===== src/rtl/scale_pkg.sv =====
`default_nettype none
// +-----------------------------------------------------------------------+
// | scale_pkg                                                             |
// | Shared widths, image dimensions and scan FSM states for the scaler.   |
// | Rev 1.0                                                               |
// +-----------------------------------------------------------------------+
package scale_pkg;

   localparam int c_x_w    = 9;
   localparam int c_y_w    = 8;
   localparam int c_addr_w = 17;
   localparam int c_pix_w  = 8;

   localparam int c_img_width_in       = 160;
   localparam int c_img_width_out_def  = 320;
   localparam int c_img_height_out_def = 240;

   typedef enum logic [2:0] {
      ST_IDLE   = 3'd0,
      ST_ISSUE  = 3'd1,
      ST_WAIT   = 3'd2,
      ST_WRITE  = 3'd3,
      ST_FINISH = 3'd4
   } state_t;

endpackage
`default_nettype wire


===== src/rtl/scan_counter.sv =====
`default_nettype none
// +-----------------------------------------------------------------------+
// | scan_counter                                                          |
// | Raster X/Y counters with a linear write address kept alongside.       |
// | Rev 1.0                                                               |
// +-----------------------------------------------------------------------+
module scan_counter
   import scale_pkg::*;
#(
   parameter int IMG_WIDTH_OUT  = c_img_width_out_def,
   parameter int IMG_HEIGHT_OUT = c_img_height_out_def
) (
   input  logic                clk,
   input  logic                rst_n,
   input  logic                clear,
   input  logic                advance,
   output logic [c_x_w-1:0]    x,
   output logic [c_y_w-1:0]    y,
   output logic [c_addr_w-1:0] addr,
   output logic                last
);

   localparam logic [c_x_w-1:0] c_x_last = c_x_w'(IMG_WIDTH_OUT - 1);
   localparam logic [c_y_w-1:0] c_y_last = c_y_w'(IMG_HEIGHT_OUT - 1);

   logic [c_x_w-1:0]    r_x;
   logic [c_y_w-1:0]    r_y;
   logic [c_addr_w-1:0] r_addr;

   // Address tracks Y*width+X by counting in raster order.
   always_ff @(posedge clk or negedge rst_n) begin
      if (!rst_n) begin
         r_x    <= '0;
         r_y    <= '0;
         r_addr <= '0;
      end else if (clear) begin
         r_x    <= '0;
         r_y    <= '0;
         r_addr <= '0;
      end else if (advance) begin
         r_addr <= r_addr + 1'b1;
         if (r_x == c_x_last) begin
            r_x <= '0;
            r_y <= r_y + 1'b1;
         end else begin
            r_x <= r_x + 1'b1;
         end
      end
   end

   assign x    = r_x;
   assign y    = r_y;
   assign addr = r_addr;
   assign last = (r_x == c_x_last) && (r_y == c_y_last);

endmodule
`default_nettype wire


===== src/rtl/scale_scan_ctrl.sv =====
`default_nettype none
// +-----------------------------------------------------------------------+
// | scale_scan_ctrl                                                       |
// | Walks the output frame, fetches each pixel and writes it out.         |
// | Rev 1.0                                                               |
// +-----------------------------------------------------------------------+
module scale_scan_ctrl
   import scale_pkg::*;
#(
   parameter int IMG_WIDTH_OUT  = c_img_width_out_def,
   parameter int IMG_HEIGHT_OUT = c_img_height_out_def,
   parameter int READ_LAT       = 1
) (
   input  logic                CLK,
   input  logic                RESET_N,
   input  logic                START,
   output logic [c_x_w-1:0]    X_OUT_COORD,
   output logic [c_y_w-1:0]    Y_OUT_COORD,
   input  logic [c_pix_w-1:0]  PIXEL_IN,
   output logic [c_addr_w-1:0] WR_ADDR,
   output logic [c_pix_w-1:0]  WR_DATA,
   output logic                WR_EN,
   input  logic                WR_READY,
   output logic                BUSY,
   output logic                DONE
);

   // READ_LAT is 1..3, so the wait count fits in two bits.
   localparam logic [1:0] c_wait_init = 2'(READ_LAT - 1);

   state_t               r_state;
   state_t               w_state_nxt;
   logic [1:0]           r_wait_cnt;
   logic [c_pix_w-1:0]   r_wr_data;
   logic                 w_clear;
   logic                 w_advance;
   logic                 w_capture;
   logic                 w_last;

   scan_counter #(
      .IMG_WIDTH_OUT  (IMG_WIDTH_OUT),
      .IMG_HEIGHT_OUT (IMG_HEIGHT_OUT)
   ) u_scan_counter (
      .clk     (CLK),
      .rst_n   (RESET_N),
      .clear   (w_clear),
      .advance (w_advance),
      .x       (X_OUT_COORD),
      .y       (Y_OUT_COORD),
      .addr    (WR_ADDR),
      .last    (w_last)
   );

   always_ff @(posedge CLK or negedge RESET_N) begin
      if (!RESET_N) begin
         r_state <= ST_IDLE;
      end else begin
         r_state <= w_state_nxt;
      end
   end

   always_ff @(posedge CLK or negedge RESET_N) begin
      if (!RESET_N) begin
         r_wait_cnt <= '0;
         r_wr_data  <= '0;
      end else begin
         if (r_state == ST_ISSUE) begin
            r_wait_cnt <= c_wait_init;
         end else if ((r_state == ST_WAIT) && (r_wait_cnt != 2'd0)) begin
            r_wait_cnt <= r_wait_cnt - 2'd1;
         end
         if (w_capture) begin
            r_wr_data <= PIXEL_IN;
         end
      end
   end

   always_comb begin
      w_state_nxt = r_state;
      w_clear     = 1'b0;
      w_advance   = 1'b0;
      w_capture   = 1'b0;
      case (r_state)
         ST_IDLE: begin
            if (START) begin
               w_clear     = 1'b1;
               w_state_nxt = ST_ISSUE;
            end
         end
         ST_ISSUE: begin
            w_state_nxt = ST_WAIT;
         end
         ST_WAIT: begin
            if (r_wait_cnt == 2'd0) begin
               w_capture   = 1'b1;
               w_state_nxt = ST_WRITE;
            end
         end
         ST_WRITE: begin
            // Coordinates stay put on the final pixel; the next START clears them.
            if (WR_READY) begin
               if (w_last) begin
                  w_state_nxt = ST_FINISH;
               end else begin
                  w_advance   = 1'b1;
                  w_state_nxt = ST_ISSUE;
               end
            end
         end
         ST_FINISH: begin
            w_state_nxt = ST_IDLE;
         end
         default: begin
            w_state_nxt = ST_IDLE;
         end
      endcase
   end

   assign WR_DATA = r_wr_data;
   assign WR_EN   = (r_state == ST_WRITE);
   assign BUSY    = (r_state != ST_IDLE);
   assign DONE    = (r_state == ST_FINISH);

endmodule
`default_nettype wire


===== config.mk =====
export PLATFORM = sky130hd
export DESIGN_NAME = scale_scan_ctrl
export DESIGN_NICKNAME = d
export VERILOG_FILES = /design/src/rtl/scale_pkg.sv /design/src/rtl/scan_counter.sv /design/src/rtl/scale_scan_ctrl.sv
export SDC_FILE = /design/constraint.sdc
export NUM_CORES = 1
export LEC_CHECK = 0
export CORE_MARGIN = 2
export CORE_UTILIZATION = 45
export DETAILED_ROUTE_END_ITERATION = 10
export PLACE_DENSITY = 0.76
export SLEW_MARGIN = 20
export SYNTH_ARGS = -nofsm -noshare
export SYNTH_HDL_FRONTEND = slang
export SYNTH_SLANG_ARGS = --single-unit

===== constraint.sdc =====
create_clock -name CLK -period 2.05 [get_ports CLK]
set_clock_uncertainty 0.1 [all_clocks]
set_input_delay 0.205 -clock CLK [delete_from_list [all_inputs] [get_ports CLK]]
set_output_delay 0.205 -clock CLK [all_outputs]
set_load 0.01 [all_outputs]

==> summary by stage, run 1 <==
Outcome
The flow ran to the end, but the final reports show violations. The checks that failed: setup timing.

Timing
The setup slack of the critical path after layout is -12.3 ps. The final number of max-transition violations is 0. Derived from the worst setup path, the maximum achievable clock frequency is roughly 0.48 GHz. The normalized max-slew margin is between 60% and 70%. Setup repair after global routing could not meet its margin everywhere. The final count of negative-setup-slack endpoints is 1. The count of endpoints failing hold in the final timing report is 0. The transition time of the tightest slew-check pin is 538 ps. The total negative slack for setup checks is -12.3 ps. The final critical path takes up 101% of the cycle. After layout, the minimum clock period comes to 2060 ps.

Worst setup path
In this design, the stage delay of the slowest critical-path cell is ~500 ps. STA classifies the critical path endpoint as a register. The path type of the worst setup path is register to register. The worst setup path is launched from a register. The cell type of the slowest stage on the worst timing path is or4_4. The signal on the critical path passes through ha_2 > and4b_1 > and4_4 > or4_4 > or3_4 > a21oi_2. In this design, the largest share of critical-path delay is due to simple AND/OR/NAND/NOR gates. The worst endpoint data arrival time is 2190 ps.

At the worst endpoint, the required time is between 2000 and 2500 ps. The worst-path maximum fanout is 2. The count of buffer and inverter cells on the critical path is 0.

Final layout
The final design instance area without fill is approximately 3500 um^2. Cells fill 68.0% of the core in the end. The finished layout holds roughly 420 standard cells, fillers aside. The share of post-route cells with drive strength above 1 is 21.0%.

The growth of design area from synthesis to finish is 44.3%. The repair_antennas step left the layout with diodes totalling 0. The net count of the finished layout is roughly 360.

Floorplanning
The height of the die is approximately 77 um. The count of boundary I/O pins is 57. From left edge to right edge, the die measures 77.4 um. After floorplanning, the core was divided into 26 placement rows. The die footprint is 5990 um^2. The floorplan step defined a core boundary enclosing a little over 5000 um^2. The starting density of the core is a little under half.

Clock network
After clock tree synthesis, the clock-pin slew on the worst setup and hold paths is around 80 ps. Clock latency on the worst-skew pair, taken at its later pin, is roughly 300 ps. The cell chosen for the clock root is clkbuf_8.

The H-tree was split into 2 levels. TritonCTS built the clock tree. The total clock sinks is 47.

TritonCTS created 5 clock buffers. Counting along the longest clock path gives a buffer depth of 2.

Placed design
Summed over all nets, the half-perimeter wirelength after detailed placement is roughly 4.6 mm. Port buffering added 56 buffers. The post-placement cell area is around 3400 um^2. Including well taps, the total number of placed cells is between 400 and 500. The final weighted congestion of routability-driven global placement is between 0.8 and 0.9.

Logic synthesis
In the synthesized netlist, the number of instances is 249. Counting distinct cell types in the post-synthesis netlist gives 42. The number of enable-type register cells in the synthesized netlist is 0.

In the synthesized netlist the async set-or-reset flop fraction comes to 100%. Among all flip-flop cells after synthesis, the most frequent one is dfrtp_1. Yosys printed 0 warnings. The number of flip-flops and latches in the synthesized netlist is 47. The total standard cell area after synthesis is approximately 2400 um^2. Synthesis produced a netlist with a net count of between 200 and 300. Of the synthesized area, sequential elements account for about half. The average footprint of a synthesized cell is slightly below 10 um^2.

Pwr
For this design the ratio of total power to cell area is approximately 860 nW/um^2. For this design the static power due to leakage is 1.54 nW. The worst-case IR drop observed on VDD is between 0.6 and 0.7 mV. Summing internal, switching and leakage power gives between 3 and 4 mW.

GRT
The via count of the first global-routing pass came to 2165. The initial antenna violation count was 0. The first global-routing pass estimated a little over 10 mm of wire.

Global routing used a little over a fifth of the available tracks across all layers. Global routing finished with a remaining overflow of 0. Entering global routing, the biggest net connects 25 pins.

Detailed routing
The total wire length after detailed routing is around 6.0 mm. The count of nets left with antenna violations after detail routing is 0. After the first detailed-routing iteration, the DRC count stood at 100.

The total number of vias is ~2200. The routed wirelength normalized by instance count is ~14 um. In the routed layout, each cell is associated on average with a via count of roughly 5.3.

The iteration count of the initial detailed-routing pass is 4. The DRC violation count after routing is 0.

Job
Max-cap violations in this run came to 0.

Min path
The min-delay analysis places its worst path in the category input port to asynchronous set/reset pin.
[registers in the layout, summed over array words and instances, names as in the netlist]
register / flops
WR_DATA: 8
r_state: 3
r_wait_cnt: 2
u_scan_counter.addr: 17
u_scan_counter.x: 9
u_scan_counter.y: 8
[cells in the mapped netlist (all sizes together), types with 2 or more instances]
master,n,area share (%)
xnor2,10,3.6
and4b,4,1.7
o21ai,8,1.7
nor4,2,0.52
nor2b,2,0.52
a31oi,3,0.77
nand2b,5,1.6
o211ai,2,0.62
xor2,8,2.9
nand3b,3,0.93
nor2,25,3.9
nor3b,2,0.83
ha,4,2.1
mux2,8,3.7
o31ai,2,0.62
clkbuf,8,1.2
or3,3,0.77
a21oi,15,3.3
nor4b,2,0.72
and3,6,1.5
or4,4,1.4
nor3,13,2.7
dfrtp,47,49
mux2i,3,1.2
and4,2,0.83
nand3,9,1.9
inv,6,0.93
nand2,25,3.9
nand4,10,2.6
[cells in the final DEF (no fill, tap or decap), types with 2 or more instances in the layout]
cell type and n:
nand2_1 25, a31oi_1 3, and3_1 5, ha_1 2
mux2_2 8, nand3b_1 3, nor4b_1 2, nor3_1 12
nand3_1 9, and4b_1 4, clkdlybuf4s50_1 54, buf_4 43
nor4_2 2, o21ai_0 7, nor2_1 25, nor2b_1 2
nand4_1 10, o211ai_1 2, nand2b_1 4, clkbuf_8 5
a21oi_1 14, o31ai_1 2, dfrtp_1 46, xor2_1 8
xnor2_1 10, or4_1 3, or3_1 2, ha_2 2
mux2i_1 3, inv_1 6
[path summary, 6_finish.rpt]
path                       slack, ps                       to                 from  cells past startpoint
max                              -10      u_scan_counter.x[6]  u_scan_counter.x[1]                      6
min                              330   u_scan_counter.addr[5]              RESET_N                      2
max reg2reg                      -10      u_scan_counter.x[6]  u_scan_counter.x[1]                      6
min reg2reg                      410               WR_DATA[5]           WR_DATA[5]                      1
max in group asynchronous        940  u_scan_counter.addr[10]              RESET_N                      3
min in group CLK                 410               WR_DATA[5]           WR_DATA[5]                      1
[layout make-up]
cell class | instances | area, um^2
multi-input combinational | 187 | 1230
clock buffer | 6 | 72.6
tap | 70 | 87.6
fill | 431 | 1650
inverter | 6 | 22.5
clock inverter | 2 | 12.5
sequential | 47 | 1180
timing repair buffer | 100 | 891
[report_power, final]
part / leakage, nW / internal [mW] / total (mW) / switching [mW]
sequential: 0.621 / 1.10 / 1.22 / 0.123
clock: 0.0412 / 0.238 / 0.535 / 0.297
combinational: 0.883 / 0.666 / 1.25 / 0.584
[metal layers]
metal,global-route usage [%],part of all wire [%],vias up
met2,35.0,49,55
met1,28.4,45,1071
met3,4.88,5.1,4
met4,5.71,0.62,0
met5,0,0,-
li1,-,-,1086
[cells by family (layout without fill, tap and decap cells)]
kind of cell / after synthesis / after routing / share of synthesized area [%]
mux: 11 / 11 / 4.96
flops: 47 / 47 / 48.6
compound gates: 34 / 34 / 8.42
buf+inv: 15 / 114 / 2.38
simple gates: 120 / 120 / 27.1
xor+xnor: 18 / 18 / 6.51
fa+ha+maj: 4 / 4 / 2.07
[through the flow]
stage / worst slack (ps) / hold WS, ps
6_report: -12.3 / 326
5_1_grt: -71.1 / 375
4_1_cts: -31.5 / 333
3_5_place_dp: -64.4 / 113
3_3_place_gp: -7.25 / 107
2_1_floorplan: -76.6 / -191
[worst reg2reg max path, stage by stage (launching register included)]
cell	delay [ps]
dfrtp_1	390
ha_2	190
and4b_1	200
and4_4	170
or4_4	500
or3_4	340
a21oi_2	110
[what timing repair did]
item | in CTS | in global routing
pin swaps | 2 | 4
endpoints found under the hold margin | 22 | 0
buffers inserted | 0 | 0
gates cloned | 0 | 0
setup endpoints to repair | 2 | 10
hold buffers | 1 | 0
resized for setup | 3 | 6
Power figures use the tool's default switching activity.
==> inputs of run 2 (changes only) <==
CORE_ASPECT_RATIO = 0.8   (was default)
GPL_TIMING_DRIVEN = 1   (was default)
SYNTH_HIERARCHICAL = 1   (was default)
==> run 2 against run 1 <==
Setup slack worse by 310 ps. Sequential share of layout area shrank 3.3 points. Maximum frequency shrank 13%. Non-clock buffer count increased by 9. Routed wire length is 7.0% higher. Design area grew 11%. Via count down 2.0%. Synthesized cell count is 8.4% lower. Power is 21% higher. Critical path depth increased by 5. Critical path type unchanged. Clock power is 50% higher. The flow still finishes with violations (setup timing). Count of clock-buffer cells in the layout down 1.
==> summary by stage, run 2 <==
Outcome
The flow ran to the end, but the final reports show violations. The final reports fail on setup timing.

Detailed routing
The total number of vias is between 2000 and 2500. The count of nets left with antenna violations after detail routing is 0. Dividing the detail-routed wire length by the instance count gives 16.0 um. The DRC violation count after routing is 0. The first detailed-routing pass took 4 iterations. The number of design-rule violations left by the first detailed-router iteration is between 100 and 150. Using the TritonRoute via totals, the vias-per-cell ratio works out to 5.46. Wires add up to 6.38 mm.

Timing
The total negative slack for setup checks is -6010 ps. Setup repair after global routing could not meet its margin everywhere. The final number of max-transition violations is 0. The count of endpoints failing hold in the final timing report is 0. The final critical path takes up 116% of the cycle. The transition time of the tightest slew-check pin is between 300 and 400 ps.

Hold is met by roughly 300 ps. The post-layout minimum cycle time is 2370 ps. The maximum clock rate is roughly 0.42 GHz. The normalized max-slew margin is ~73%. Setup violations remaining at the end of the flow were counted as 31. After layout, the worst setup slack is -322 ps.

Worst setup path
The cell repeated most along the worst path is nor3_4. The path type of the worst setup path is register to register. Traced cell by cell, the critical path runs through or3b_4 > nor2_4 > nand2_2 > nor3_4 > nor3_4 > buf_6 > o211a_4 > buf_4 > nand4_1 > xor2_1 > nor3_1. For the worst flop-to-flop path, the logic depth is 11. The stage delay of the slowest cell on the critical path is ~420 ps. The setup slack on the worst flop-to-flop path is -320 ps. The worst-path maximum fanout is 3. The cell type of the slowest stage on the worst timing path is or3b_4. The worst endpoint data arrival time is between 2000 and 2500 ps.

The kind of start point of the critical path is a register. The worst register-to-register path begins at u_scan_counter/x[6]. The endpoint identified for the worst register-to-register timing path is u_scan_counter/x[5]. The sort of element at the end of the critical path is a register.

The data required time at the worst endpoint is approximately 2100 ps.

Logic synthesis
The total standard cell area after synthesis is 2400 um^2. For this run, asynchronously set or reset flops after synthesis account for 100%. The Yosys step of the flow raised 6 warnings. The number of nets handed over by synthesis was 244. The share of synthesized area in the top cell type comes to between 40 and 50%. The cell count after synthesis is ~230. Yosys attributes the largest share of cell area to dfrtp_1, xnor2_1, nor2_1, mux2_2, xor2_1.

Sequential elements use slightly below 50% of the synthesized area. In this run, synthesis inferred 0 flip-flops with an integrated enable. The number of library cell types mapped by synthesis is 49. Of all cell types, the one taking the most synthesized area is dfrtp_1. The most frequent cell after synthesis is dfrtp_1. The main flop type after synthesis is dfrtp_1.

The average footprint of a synthesized cell is between 10 and 15 um^2. The number of flip-flops and latches in the synthesized netlist is 47. The commonest cells after synthesis are dfrtp_1, nor2_1, xnor2_1.

Clock network
The H-tree generated during clock tree synthesis spans 2 levels. The CTS tree is built. Clock tree synthesis inserted a total of 5 buffers. The clock passes through at most 2 buffers.

The clock transition time at the flip-flop clock pins of the worst setup and hold paths is approximately 90 ps. In this run the clock root is driven by a clkbuf_8. At the later pin of the worst-skew pair, clock insertion delay measures 300 ps. The total clock sinks is 47.

Floorplanning
The starting density of the core is ~47%. The count of boundary I/O pins is 57. The floorplan step defined a die boundary enclosing around 5900 um^2.

The area of the core region is around 5100 um^2. The die is 69.3 um tall. The row count is 23. The die is 85.6 um wide.

Final layout
The number of nets in the finished design is roughly 350. The share of post-route cells with drive strength above 1 is between 30% and 40%. The repair_antennas step left the layout with diodes totalling 0. The number of filler instances in the final layout is around 320.

The most common library cell in the layout ignoring fill and taps is clkdlybuf4s50_1. The register with the most flip-flops in the layout has 17 of them. With fillers left out, the area of the finished cells amounts to a little under 4000 um^2. From synthesis to final layout, the design area changed by 62.0%. Leaving out fill and tap cells, the most frequent cells in the layout are clkdlybuf4s50_1, dfrtp_1, buf_4.

Pwr
The design draws 3.63 mW. The total power divided by cell area is roughly 930 nW/um^2. The leakage power is ~1.7 nW. The worst-case IR drop observed on VDD is 0.728 mV.

GRT
The total congestion overflow is 0. The via count of the first global-routing pass is just over 2000. The initial antenna violation count is 0. The global-route usage over all layers is roughly 20%.

The first-pass GRT wire length is just under 10 mm. The largest net degree at the start of global routing is 48.

Placed design
Port buffering added 56 buffers. The final weighted congestion of routability-driven global placement is roughly 0.8. The post-placement cell area is around 3400 um^2. The detailed placer's ending HPWL is around 4 mm.

Job
The tool flagged a number of max-cap violations equal to 0.

Min path
The min-delay analysis places its worst path in the category input port to asynchronous set/reset pin.
## run 2: area by class of cell
class | count | area [um^2] | share of cell area, %
flip-flops and latches | 47 | 1180 | 30.4
clock inverters | 3 | 67.6 | 1.74
repair buffers | 109 | 1040 | 26.7
clock buffers | 5 | 68.8 | 1.77
inverters | 9 | 36.3 | 0.933
multi-input cells | 163 | 1420 | 36.4
well taps | 62 | 77.6 | 2.00
## run 2: cell families after synthesis
logic type                 Yosys count  share of synthesized area (%)
and+or+nand+nor                     98                           24.0
DFF                                 47                           49.0
AOI/OAI and AO/OA                   26                           7.66
xor gates and xnor gates            24                           8.76
buffers and inverters               18                           3.28
muxes                               11                           5.21
adders and majority gates            4                           2.09
## run 2: worst max path at each step
stage          cells past startpoint  slack [ps]                 endpoint           startpoint
2_1_floorplan                     10        -250  u_scan_counter/addr[14]  u_scan_counter/x[3]
3_3_place_gp                       8        -280      u_scan_counter/y[7]             WR_READY
3_5_place_dp                       8        -330      u_scan_counter/y[7]             WR_READY
4_1_cts                           10        -220      u_scan_counter/x[7]  u_scan_counter/x[7]
5_1_grt                           11        -400      u_scan_counter/x[5]  u_scan_counter/x[6]
6_report                          11        -320      u_scan_counter/x[5]  u_scan_counter/x[6]
## run 2: worst max-delay path: cells and delay by family, from the launching register on
kind	cells	cell delay, ps
AOI/OAI and AO/OA	1	230
xor gates and xnor gates	1	160
DFF	1	400
and+or+nand+nor	7	1080
buffers and inverters	2	280
## run 2: per-stage QoR
step | cells | util [%] | setup slack (ps)
final | 398 | 76.8 | -322
after global routing | 398 | 76.8 | -401
after CTS | 391 | 71.1 | -221
after detailed placement | 377 | 66.2 | -329
after global placement | 377 | 66.2 | -278
after floorplan | 228 | - | -253
## run 2: report_power, final
| part | total (mW) | switching (mW) | internal, mW | leakage (nW) |
|---|---|---|---|---|
| registers | 1.25 | 0.133 | 1.12 | 0.614 |
| clock network | 0.805 | 0.319 | 0.486 | 0.0644 |
| logic | 1.58 | 0.726 | 0.853 | 1.04 |
| total | 3.63 | 1.18 | 2.46 | 1.72 |
## run 2: metal layers
metal / vias up / GRT usage [%] / routed length, um
li1: 1027 / - / -
met1: 1072 / 29.7 / 3010
met2: 66 / 30.7 / 3000
met3: 7 / 3.69 / 316
met4: 0 / 3.17 / 59
met5: - / 0 / 0
## run 2: what timing repair did
item                                   4_1_cts  5_1_grt
cloned                                       0        1
setup endpoints to repair                   26       37
pin swaps                                   12       23
endpoints found under the hold margin       47        0
resized for setup                           11       41
buffers inserted                             5        7
hold buffers                                 1        0
